[src/rtl/stack_pkg.sv]
// stack_pkg: shared types and limits for the stack arbiter slice
package stack_pkg;
  typedef enum logic {OP_PUSH = 1'b0, OP_POP = 1'b1} stack_op_e;
  typedef enum logic [1:0] {IDLE, ISSUE, RESP} arb_state_e;
  localparam int MAX_N = 4;
endpackage

[src/rtl/rr_arbiter.sv]
// rr_arbiter: combinational round-robin pick of the first request at or after ptr
module rr_arbiter #(
  parameter int N  = 2,
  parameter int IW = 1
) (
  input  logic [N-1:0]  req,
  input  logic [IW-1:0] ptr,
  output logic [N-1:0]  gnt,
  output logic [IW-1:0] gnt_idx
);
  logic [IW-1:0] hi;
  logic [IW-1:0] lo;
  logic          hi_found;
  // hi is the lowest request at or above ptr; lo is the lowest overall, used on wrap
  always_comb begin
    hi       = '0;
    lo       = '0;
    hi_found = 1'b0;
    for (int i = N - 1; i >= 0; i--) begin
      if (req[i] && i >= int'(ptr)) begin
        hi       = IW'(i);
        hi_found = 1'b1;
      end
      if (req[i]) lo = IW'(i);
    end
    gnt_idx = hi_found ? hi : lo;
    gnt     = (|req) ? (N'(1) << gnt_idx) : '0;
  end
endmodule

[src/rtl/stack_arbiter.sv]
// stack_arbiter: round-robin serialisation of push/pop requests onto one stack
module stack_arbiter
  import stack_pkg::*;
#(
  parameter int N = 2,
  parameter int W = 1
) (
  input  logic           CLK,
  input  logic           RST,
  input  logic [N-1:0]   REQ_VALID,
  input  logic [N-1:0]   REQ_OP,
  input  logic [N*W-1:0] REQ_DATA,
  output logic [N-1:0]   REQ_READY,
  output logic [N-1:0]   RSP_VALID,
  output logic [W-1:0]   RSP_DATA,
  output logic           RSP_ERR,
  output logic           STK_PUSH,
  output logic           STK_POP,
  output logic [W-1:0]   STK_DIN,
  input  logic [W-1:0]   STK_DOUT,
  input  logic           STK_FULL,
  input  logic           STK_EMPTY
);
  localparam int IW = (N > 2) ? 2 : 1;
  arb_state_e    state;
  arb_state_e    state_nx;
  logic [IW-1:0] rr_ptr;
  logic [IW-1:0] g_q;
  logic [IW-1:0] gnt_idx;
  logic [N-1:0]  gnt;
  stack_op_e     op_q;
  logic [W-1:0]  data_q;
  logic [W-1:0]  rsp_q;
  logic          err_q;
  rr_arbiter #(.N(N), .IW(IW)) u_rr (
    .req     (REQ_VALID),
    .ptr     (rr_ptr),
    .gnt     (gnt),
    .gnt_idx (gnt_idx)
  );
  always_ff @(posedge CLK) begin
    if (RST) state <= IDLE;
    else     state <= state_nx;
  end
  // every output is forced low while RST is high, even mid-transaction
  always_comb begin
    state_nx  = (state == IDLE) ? ((|REQ_VALID) ? ISSUE : IDLE) : (state == ISSUE) ? RESP : IDLE;
    REQ_READY = (!RST && state == IDLE) ? gnt : '0;
    STK_PUSH  = !RST && state == ISSUE && op_q == OP_PUSH && !STK_FULL;
    STK_POP   = !RST && state == ISSUE && op_q == OP_POP && !STK_EMPTY;
    STK_DIN   = STK_PUSH ? data_q : '0;
    RSP_VALID = (!RST && state == RESP) ? (N'(1) << g_q) : '0;
    RSP_DATA  = (!RST && state == RESP) ? rsp_q : '0;
    RSP_ERR   = !RST && state == RESP && err_q;
  end
  always_ff @(posedge CLK) begin
    if (RST) begin
      rr_ptr <= '0;
      g_q    <= '0;
      op_q   <= OP_PUSH;
      data_q <= '0;
      rsp_q  <= '0;
      err_q  <= 1'b0;
    end else begin
      if (state == IDLE && |REQ_VALID) begin
        g_q    <= gnt_idx;
        op_q   <= stack_op_e'(REQ_OP[gnt_idx]);
        data_q <= REQ_DATA[int'(gnt_idx) * W +: W];
        rr_ptr <= (gnt_idx == IW'(N - 1)) ? '0 : gnt_idx + 1'b1;
      end
      if (state == ISSUE) begin
        err_q <= !(STK_PUSH || STK_POP);
        rsp_q <= STK_POP ? STK_DOUT : '0;
      end
    end
  end
endmodule

[config.mk]
export PLATFORM = sky130hd
export DESIGN_NAME = stack_arbiter
export DESIGN_NICKNAME = d
export VERILOG_FILES = /design/src/rtl/stack_pkg.sv /design/src/rtl/rr_arbiter.sv /design/src/rtl/stack_arbiter.sv
export SDC_FILE = /design/constraint.sdc
export NUM_CORES = 1
export LEC_CHECK = 0
export CORE_AREA = 2 2 39 41
export DETAILED_ROUTE_END_ITERATION = 16
export DIE_AREA = 0 0 41 43
export DONT_BUFFER_PORTS = 1
export HOLD_SLACK_MARGIN = 0.12
export PLACE_DENSITY_LB_ADDON = 0.08
export SETUP_SLACK_MARGIN = 0.02
export SKIP_LAST_GASP = 1
export SLEW_MARGIN = 20
export SYNTH_ARGS = -nofsm -noshare
export SYNTH_HDL_FRONTEND = slang
export SYNTH_SLANG_ARGS = --single-unit
[constraint.sdc]
create_clock -name CLK -period 2.34 [get_ports CLK]
set_clock_uncertainty 0.05 [all_clocks]
set_input_delay 0.117 -clock CLK [delete_from_list [all_inputs] [get_ports CLK]]
set_output_delay 0.117 -clock CLK [all_outputs]
set_load 0.1 [all_outputs]
[Word-level counts from Yosys, hierarchy flattened]
Index checks and enable logic that the tools add are counted.
Storage, ports and cells
  latch bits: 0
  bits in read-only memories: 0
  register bits after elaboration: 8
  bits in writable memories: 0
  memories: 0
  output and inout port bits: 9
Operators by class
  multiplexer cells: 17
  magnitude comparators: 2
  bitwise logic cells: 1
  multipliers: 0
  add/sub/neg operators: 1
  reductions and logical operators: 17
  eq/ne operators: 2
  divide/modulo/power cells: 0
  shifts and indexed selects: 3
Operator list (number)
  two-way mux 1 bit: 12
  logical AND 1 bit: 10
  two-way mux 2 bit: 5
  zero test 1 bit: 4
  << shifter 1 x 1 -> 2 bit (first input constant): 2
  == test 2 x 1 -> 1 bit (second input constant): 1
  == test 2 bit (second input constant): 1
  zero test 2 bit: 1
  less-than comparator 1 x 2 -> 1 bit (second input constant): 1
  OR reduction 2 bit: 1
  indexed part select 2 x 2 -> 1 bit: 1
  adder 1 bit (second input constant): 1
  >= comparator 1 bit (first input constant): 1
  logical OR 1 bit: 1
  NOT 1 bit: 1

[Depth between registers and ports, before layout]
Gate-level depths: netlist of run 1.
  depth after elaboration: 7
  mapped depth: 4
  mapped depth without buffers: 3

[Modules after synthesis]
Synthesis of run 1 repeated with hierarchy kept, for this count alone.
Unflattened totals
  cells, all modules: 50
  area, all modules: 439.2 sq um
Modules (own cells, without submodules)
  stack_arbiter: times used 1, area an instance 412.9 sq um, cells each 46
  rr_arbiter: times used 1, area an instance 26.3 sq um, cells each 4

[Worst setup path after synthesis of run 1]
OpenSTA, ideal clock, no wires.
  path kind: register to output
  start point: reg state[1]
  end point: out STK_POP
  cell stages (with the launch flop): 4
  arrival time: 3.453 ns
  path slack: -1.280 ns
  path buffers: 1
  data required time: 2.173 ns
  path through: dfxtp_1 -> buf_6 -> nand2b_2 -> nor4_1
Between the ends
  longest elaborated chain between the ends: 4
Ends and longest elaborated chain
  start, declared: line stack_arbiter.sv:25  | arb_state_e state;
  start signal, assigned: line stack_arbiter.sv:43  | else state <= state_nx;
  == test 2 x 1 -> 1 bit: line stack_arbiter.sv:50  | STK_POP = !RST && state == ISSUE && op_q == OP_POP && !STK_EMPTY;
  logical AND 1 bit (3 in series): line stack_arbiter.sv:50
  end, declared: line stack_arbiter.sv:18  | output logic STK_POP,
No other way between the ends.

==> results of run 1 <==
==> registers in the layout, summed over array words and instances (netlist names) <==
signal,cells
state,2
data_q,1
err_q,1
g_q,1
op_q,1
rr_ptr,1
rsp_q,1
==> worst paths after layout <==
path	slack, ps	start	endpoint	cells after the start
worst min-delay path	220	REQ_VALID[0]	g_q$_SDFFE_PP0P_	2
worst max-delay path	110	RST	op_q$_SDFFE_PP0P_	6
worst min register to register	440	err_q$_SDFFE_PP0N_	err_q$_SDFFE_PP0N_	2
worst max register to register	190	state[1]$_SDFF_PP0_	op_q$_SDFFE_PP0P_	5
==> synthesized netlist by cell type <==
cell type | n | area, um2
o21ai_0 | 1 | 5.00
nand2b_2 | 1 | 8.76
o311ai_1 | 1 | 8.76
nand4b_1 | 1 | 8.76
and3_1 | 5 | 31.3
nor3_2 | 1 | 10.0
nand2_1 | 3 | 11.3
nor2_1 | 7 | 26.3
nand2b_1 | 1 | 6.26
mux2i_1 | 1 | 10.0
o2111ai_1 | 1 | 8.76
nand4_1 | 3 | 18.8
and2_1 | 1 | 6.26
inv_1 | 4 | 15.0
nor4_1 | 1 | 6.26
o31ai_1 | 1 | 7.51
and2b_4 | 1 | 10.0
a31o_1 | 2 | 17.5
a31oi_1 | 1 | 6.26
buf_2 | 1 | 5.00
dfxtp_1 | 8 | 160
buf_6 | 1 | 11.3
a21oi_1 | 1 | 5.00
nor4_4 | 1 | 21.3
a211oi_1 | 1 | 7.51
nor3_1 | 1 | 5.00
==> metal layers <==
layer	track usage [%]	wire [um]	share of wire, %
met1	17.9	469	41
met4	12.0	10	0.87
met2	25.6	612	53
met5	0	0	0
met3	4.19	62	5.4
==> what timing repair did <==
action / CTS / global route
setup endpoints to repair: 0 / 1
hold buffers: 12 / 0
hold endpoints to repair: 8 / 0
gates resized for setup: 0 / 1
==> worst max-delay path, stage by stage <==
cell and delay, ps:
dlygate4sd3_1 680, nor3_4 220, nand4_1 110, dlygate4sd3_1 570, o311ai_1 90, dlygate4sd3_1 590
==> logic make-up after synthesis <==
logic type | synth area share (%)
AOI/OAI and AO/OA | 15.1
buffers and inverters | 7.14
DFF | 36.6
muxes | 2.29
and+or+nand+nor | 38.9
==> report_power, final <==
part           switching (mW)  total (mW)  internal (mW)  leakage [nW]
Clock                  0.0505       0.109         0.0590        0.0138
Combinational          0.0592       0.102         0.0433         0.212
Sequential             0.0141       0.162          0.147        0.0658
Total                   0.124       0.374          0.250         0.292
==> area by class of cell <==
cell class	instances	area [um2]	share of cell area [%]
Sequential cell	8	160	23.0
Timing Repair Buffer	21	200	28.8
Tap cell	16	20.0	2.88
Clock buffer	3	22.5	3.24
Inverter	4	15.0	2.16
Multi-Input combinational cell	37	278	39.9
==> through the flow <==
| stage | area [um2] | hold WS [ps] | setup TNS, ps | worst slack [ps] | util [%] |
|---|---|---|---|---|---|
| after floorplan | 460 | 222 | -1.35 | -1.35 | - |
| after global placement | 547 | 140 | 0 | 949 | 39.5 |
| after detailed placement | 547 | 140 | 0 | 910 | 39.5 |
| after CTS | 689 | 214 | 0 | 126 | 49.8 |
| after global routing | 696 | 235 | 0 | 54.0 | 50.3 |
| final | 696 | 219 | 0 | 110 | 50.3 |
==> results.py, run 1 <==
metrics = {
    "status": {
        "status": "finished clean",
    },
    "yosys": {
        "ys_warn_count": 0,
        "synthCells": 51,
        "synth_cell_types": 26,
        "synth_seq_cells": 8,
        "syn_avg_cell_area_um2": 8.59,
        "synth_area_um2": 438,
        "syn_nets": 62,
        "synth_seq_area_share_pct": 36.6,
    },
    "sta": {
        "setup_viol": 0,
        "finalMaxSlewViolations": 0,
        "rsz0062_at_grt": "false",
        "hold_violations": 0,
        "max_slew_margin_pct": 75.5,
        "max_freq_mhz": 448,
        "period_minus_slack_ps": 2230,
        "fin_crit_sh_pct": 95.3,
        "worst_pin_slew_ps": 366,
    },
    "place": {
        "gp_congestion": 0.681,
        "post-dp-hpwl_um": 771,
        "placement.io_buffers": 0,
        "dp.cells": 74,
    },
    "detailed_routing": {
        "vias": 454,
        "avgRoutedWirePerCell_um": 13.0,
        "remaining_drc_errors": 0,
        "drt_iter0_drc": 3,
        "avgViaCountPerCell": 5.10,
        "ant_nets": 0,
        "drtPass1Iterations": 2,
        "finalWirelength_um": 1150,
    },
    "run": {
        "maxCapViolCount": 0,
    },
    "floorplanning": {
        "core_um2": 1380,
        "ios": 20,
        "die_area_um2": 1760,
        "fp-row-count": 14,
        "initial_core_util_pct": 31.6,
        "die_w_um": 41,
        "die_h_um": 43,
    },
    "worst_setup_path": {
        "cp_max_fo": 8,
        "crit_path_start_kind": "input port",
        "crit_type": "in2reg",
        "crit_required_ps": 2490,
        "cp-end-kind": "flip-flop",
        "critPathArrivalTime_ps": 2380,
    },
    "grt": {
        "grt_overflow_total": 0,
        "grt_max_degree": 11,
        "grt_pass1_wl_um": 1930,
        "antenna_found_initial": 0,
        "first_global_vias": 472,
        "grt_use_total_pct": 16.4,
    },
    "clock_tree": {
        "clk-insertion-delay-late_ps": 260,
        "cts_tree": "built",
        "htreeDepth": 1,
        "clockRootBuffer": "clkbuf_4",
        "cts_setup_buffers": 0,
        "cts_buffers": 3,
        "clkSinkCount": 8,
        "path_clk_slew_ps": 60,
        "cts_buffer_depth": 2,
    },
    "power": {
        "p_leak_nw": 0.292,
        "power_mw": 0.374,
        "peakVddDrop_v": 0.000262,
        "p_per_area_nw_per_um2": 537,
    },
    "layout": {
        "final_common_cell": "dlygate4sd3_1",
        "layout_common_cells": "12 x dlygate4sd3_1, 8 x dfxtp_1, 8 x buf_4",
        "drive_gt1_share_pct": 26.0,
        "fill_cells": 145,
        "diodes": 0,
        "area_growth_pct": 58.9,
        "nets": 86,
        "fin_cells": 89,
    },
    "min_path": {
        "holdCritPathClass": "in2reg",
    },
}
Power figures use the tool's default switching activity.
==> run 2, diff against run 1 <==
--- a/config.mk
+++ b/config.mk
@@ -5,6 +5,7 @@
 export SDC_FILE = /design/constraint.sdc
 export NUM_CORES = 1
 export LEC_CHECK = 0
+export ABC_AREA = 1
 export CORE_AREA = 2 2 39 41
 export DETAILED_ROUTE_END_ITERATION = 16
 export DIE_AREA = 0 0 41 43
==> results.py, run 2 <==
metrics = {
    "layout": {
        "fin_cells": 100,
        "nets": 97,
        "drive_gt1_share_pct": 33.3,
        "diodes": 0,
        "seqCellArea_um2": 160,
        "final_common_cell": "dlygate4sd3_1",
        "area_growth_pct": 53.4,
        "design_area_um2": 668,
        "fill_cells": 151,
        "top_register": "state",
        "multi_input_area_um2": 244,
        "layout_common_cells": "12 x dlygate4sd3_1, 11 x nand2_1, 9 x inv_1",
        "largest_reg_flops": 2,
    },
    "worst_setup_path": {
        "reg2reg_from": "state[0]$_SDFF_PP0_",
        "path_buf_inv": 3,
        "r2r_end": "op_q$_SDFFE_PP0P_",
        "crit_path_start_kind": "input port",
        "crit_type": "in2reg",
        "r2r_slack_ps": 440,
        "cp-end-kind": "flip-flop",
        "slowest_delay_ps": 600,
        "cp_max_fo": 4,
        "critical-path-top-delay-family": "buffers and inverters",
        "crit_path_top_delay_cell": "dlygate4sd3_1",
        "crit_chain": "dlygate4sd3_1, nor2_2, nor2_4, nand2_2, nor2_4, buf_4, nand2_1, nand3_2, dlygate4sd3_1",
        "critPathArrivalTime_ps": 2060,
        "crit_required_ps": 2490,
        "reg2reg_depth": 9,
        "crit_start": "REQ_VALID[1]",
    },
    "grt": {
        "grt_overflow_total": 0,
        "first_global_vias": 442,
        "antenna_found_initial": 0,
        "grt_pass1_wl_um": 1820,
        "grt_max_degree": 8,
        "grt_use_total_pct": 15.6,
    },
    "power": {
        "seqPwrFrac_pct": 41.2,
        "p_leak_nw": 0.307,
        "internal-power_mw": 0.248,
        "peakVddDrop_v": 0.000291,
        "switchingPower_mw": 0.131,
        "power_frac_comb_pct": 29.7,
        "p_clk_share_pct": 29.0,
        "p_per_area_nw_per_um2": 567,
        "power_mw": 0.379,
        "p_sw_share_pct": 34.6,
    },
    "floorplanning": {
        "die_h_um": 43,
        "die_area_um2": 1760,
        "ios": 20,
        "die_w_um": 41,
        "initial_core_util_pct": 31.5,
        "core_um2": 1380,
        "fp-row-count": 14,
    },
    "place": {
        "post-dp-hpwl_um": 730,
        "dp.cells": 85,
        "placed_area_um2": 526,
        "placement.io_buffers": 0,
        "gp_congestion": 0.745,
    },
    "sta": {
        "fin_crit_sh_pct": 81.6,
        "hold_violations": 0,
        "fin_tns_setup_ps": 0,
        "finalMaxSlewViolations": 0,
        "period_minus_slack_ps": 1910,
        "max_slew_margin_pct": 68.7,
        "worst_pin_slew_ps": 469,
        "setup_viol": 0,
        "rsz0062_at_grt": "false",
        "hold_ws_ps": 336,
        "max_freq_mhz": 524,
    },
    "yosys": {
        "synth_area_um2": 435,
        "synth_top_area_share_pct": 36.8,
        "synth_seq_cells": 8,
        "synthCells": 62,
        "synth_seq_area_share_pct": 36.8,
        "yosys-top-cells-area": "dfxtp_1 37%, nand2_1 9.5%, inv_1 7.8%",
        "ys_warn_count": 0,
        "synthArstFlopShare_pct": 0,
        "synth-edff-count": 0,
        "syn_avg_cell_area_um2": 7.02,
        "synthMostInstantiatedCell": "nand2_1",
        "synth.top_cells.by_count": "11 x nand2_1, 9 x inv_1, 8 x dfxtp_1, 8 x nor2_1, 6 x nand3_1",
        "syn_nets": 73,
        "synth_cell_types": 16,
        "yosysTopAreaCell": "dfxtp_1",
        "synthFlopType": "dfxtp_1",
    },
    "detailed_routing": {
        "avgRoutedWirePerCell_um": 10.0,
        "vias": 457,
        "avgViaCountPerCell": 4.57,
        "drt_iter0_drc": 7,
        "remaining_drc_errors": 0,
        "finalWirelength_um": 1000,
        "drtPass1Iterations": 4,
        "ant_nets": 0,
    },
    "clock_tree": {
        "cts_setup_buffers": 0,
        "cts_buffer_depth": 2,
        "path_clk_slew_ps": 50,
        "cts_tree": "built",
        "clk-insertion-delay-late_ps": 260,
        "cts_buffers": 3,
        "clockRootBuffer": "clkbuf_4",
        "htreeDepth": 1,
        "clkSinkCount": 8,
    },
    "run": {
        "maxCapViolCount": 0,
    },
    "min_path": {
        "hold_path_end": "err_q$_SDFFE_PP0N_",
        "hold_depth": 4,
        "min_from": "STK_FULL",
        "holdCritPathClass": "in2reg",
    },
    "status": {
        "status": "finished clean",
    },
}
==> run 2: cell count changes after synthesis, sizes merged, moves of 5 or more <==
cell   change
inv        +7
nand3      +7
nand2     +11
and3       -5
nor2       +6
==> run 2: metrics by stage <==
step | util, % | setup WS [ps]
floorplan | - | 109
global placement | 38.0 | 954
detailed placement | 38.0 | 938
CTS | 48.3 | 425
global route | 48.3 | 307
finish | 48.3 | 430
==> run 2: area by class of cell <==
class	instances	share of cell area (%)
Tap cell	16	3.00
Multi-Input combinational cell	42	36.5
Sequential cell	8	24.0
Inverter	11	6.18
Clock buffer	3	3.37
Timing Repair Buffer	20	27.0
==> run 2: worst register-to-register path, cell delays in order, from the launching register on <==
cell and delay, ps:
dfxtp_1 360, inv_1 100, nand2_2 70, nor2_4 110, nand2_2 80, nor2_4 70
buf_4 290, nand2_1 110, nand3_2 70, dlygate4sd3_1 540
==> run 2: how the worst max path moves through the flow <==
stage | to | slack, ps | cells past startpoint
2_1_floorplan | op_q$_SDFFE_PP0P_ | 110 | 5
3_3_place_gp | err_q$_SDFFE_PP0N_ | 950 | 5
3_5_place_dp | err_q$_SDFFE_PP0N_ | 940 | 5
4_1_cts | op_q$_SDFFE_PP0P_ | 430 | 9
5_1_grt | op_q$_SDFFE_PP0P_ | 310 | 9
6_report | op_q$_SDFFE_PP0P_ | 430 | 9
==> run 2: kinds of logic (layout without fill, tap and decap cells) <==
group / after synthesis / count (layout) / share of synthesized area [%]
simple gates: 37 / 37 / 44.5
buf+inv: 12 / 34 / 12.6
flops: 8 / 8 / 36.8
compound gates: 5 / 5 / 6.03
==> run 2: what timing repair did <==
item / CTS / global route
hold buffers: 12 / 0
resized for setup: 0 / 0
setup endpoints to repair: 0 / 0
endpoints found under the hold margin: 8 / 0
==> run 2: power groups by stage <==
stage               Combinational [mW]  Clock, mW  Sequential, mW
floorplan                       0.0779          0           0.157
global placement                0.0889          0           0.159
detailed placement              0.0884          0           0.159
CTS                              0.113      0.111           0.156
global route                     0.123      0.122           0.158
finish                           0.113      0.110           0.156
==> run 2: per-layer routing <==
metal  routed length, um  vias up  track usage (%)
met5                   0        -                0
met4                  28        0             10.0
met3                  66        5             5.24
met2                 466       13             22.2
met1                 440      198             19.0
li1                    -      241                -
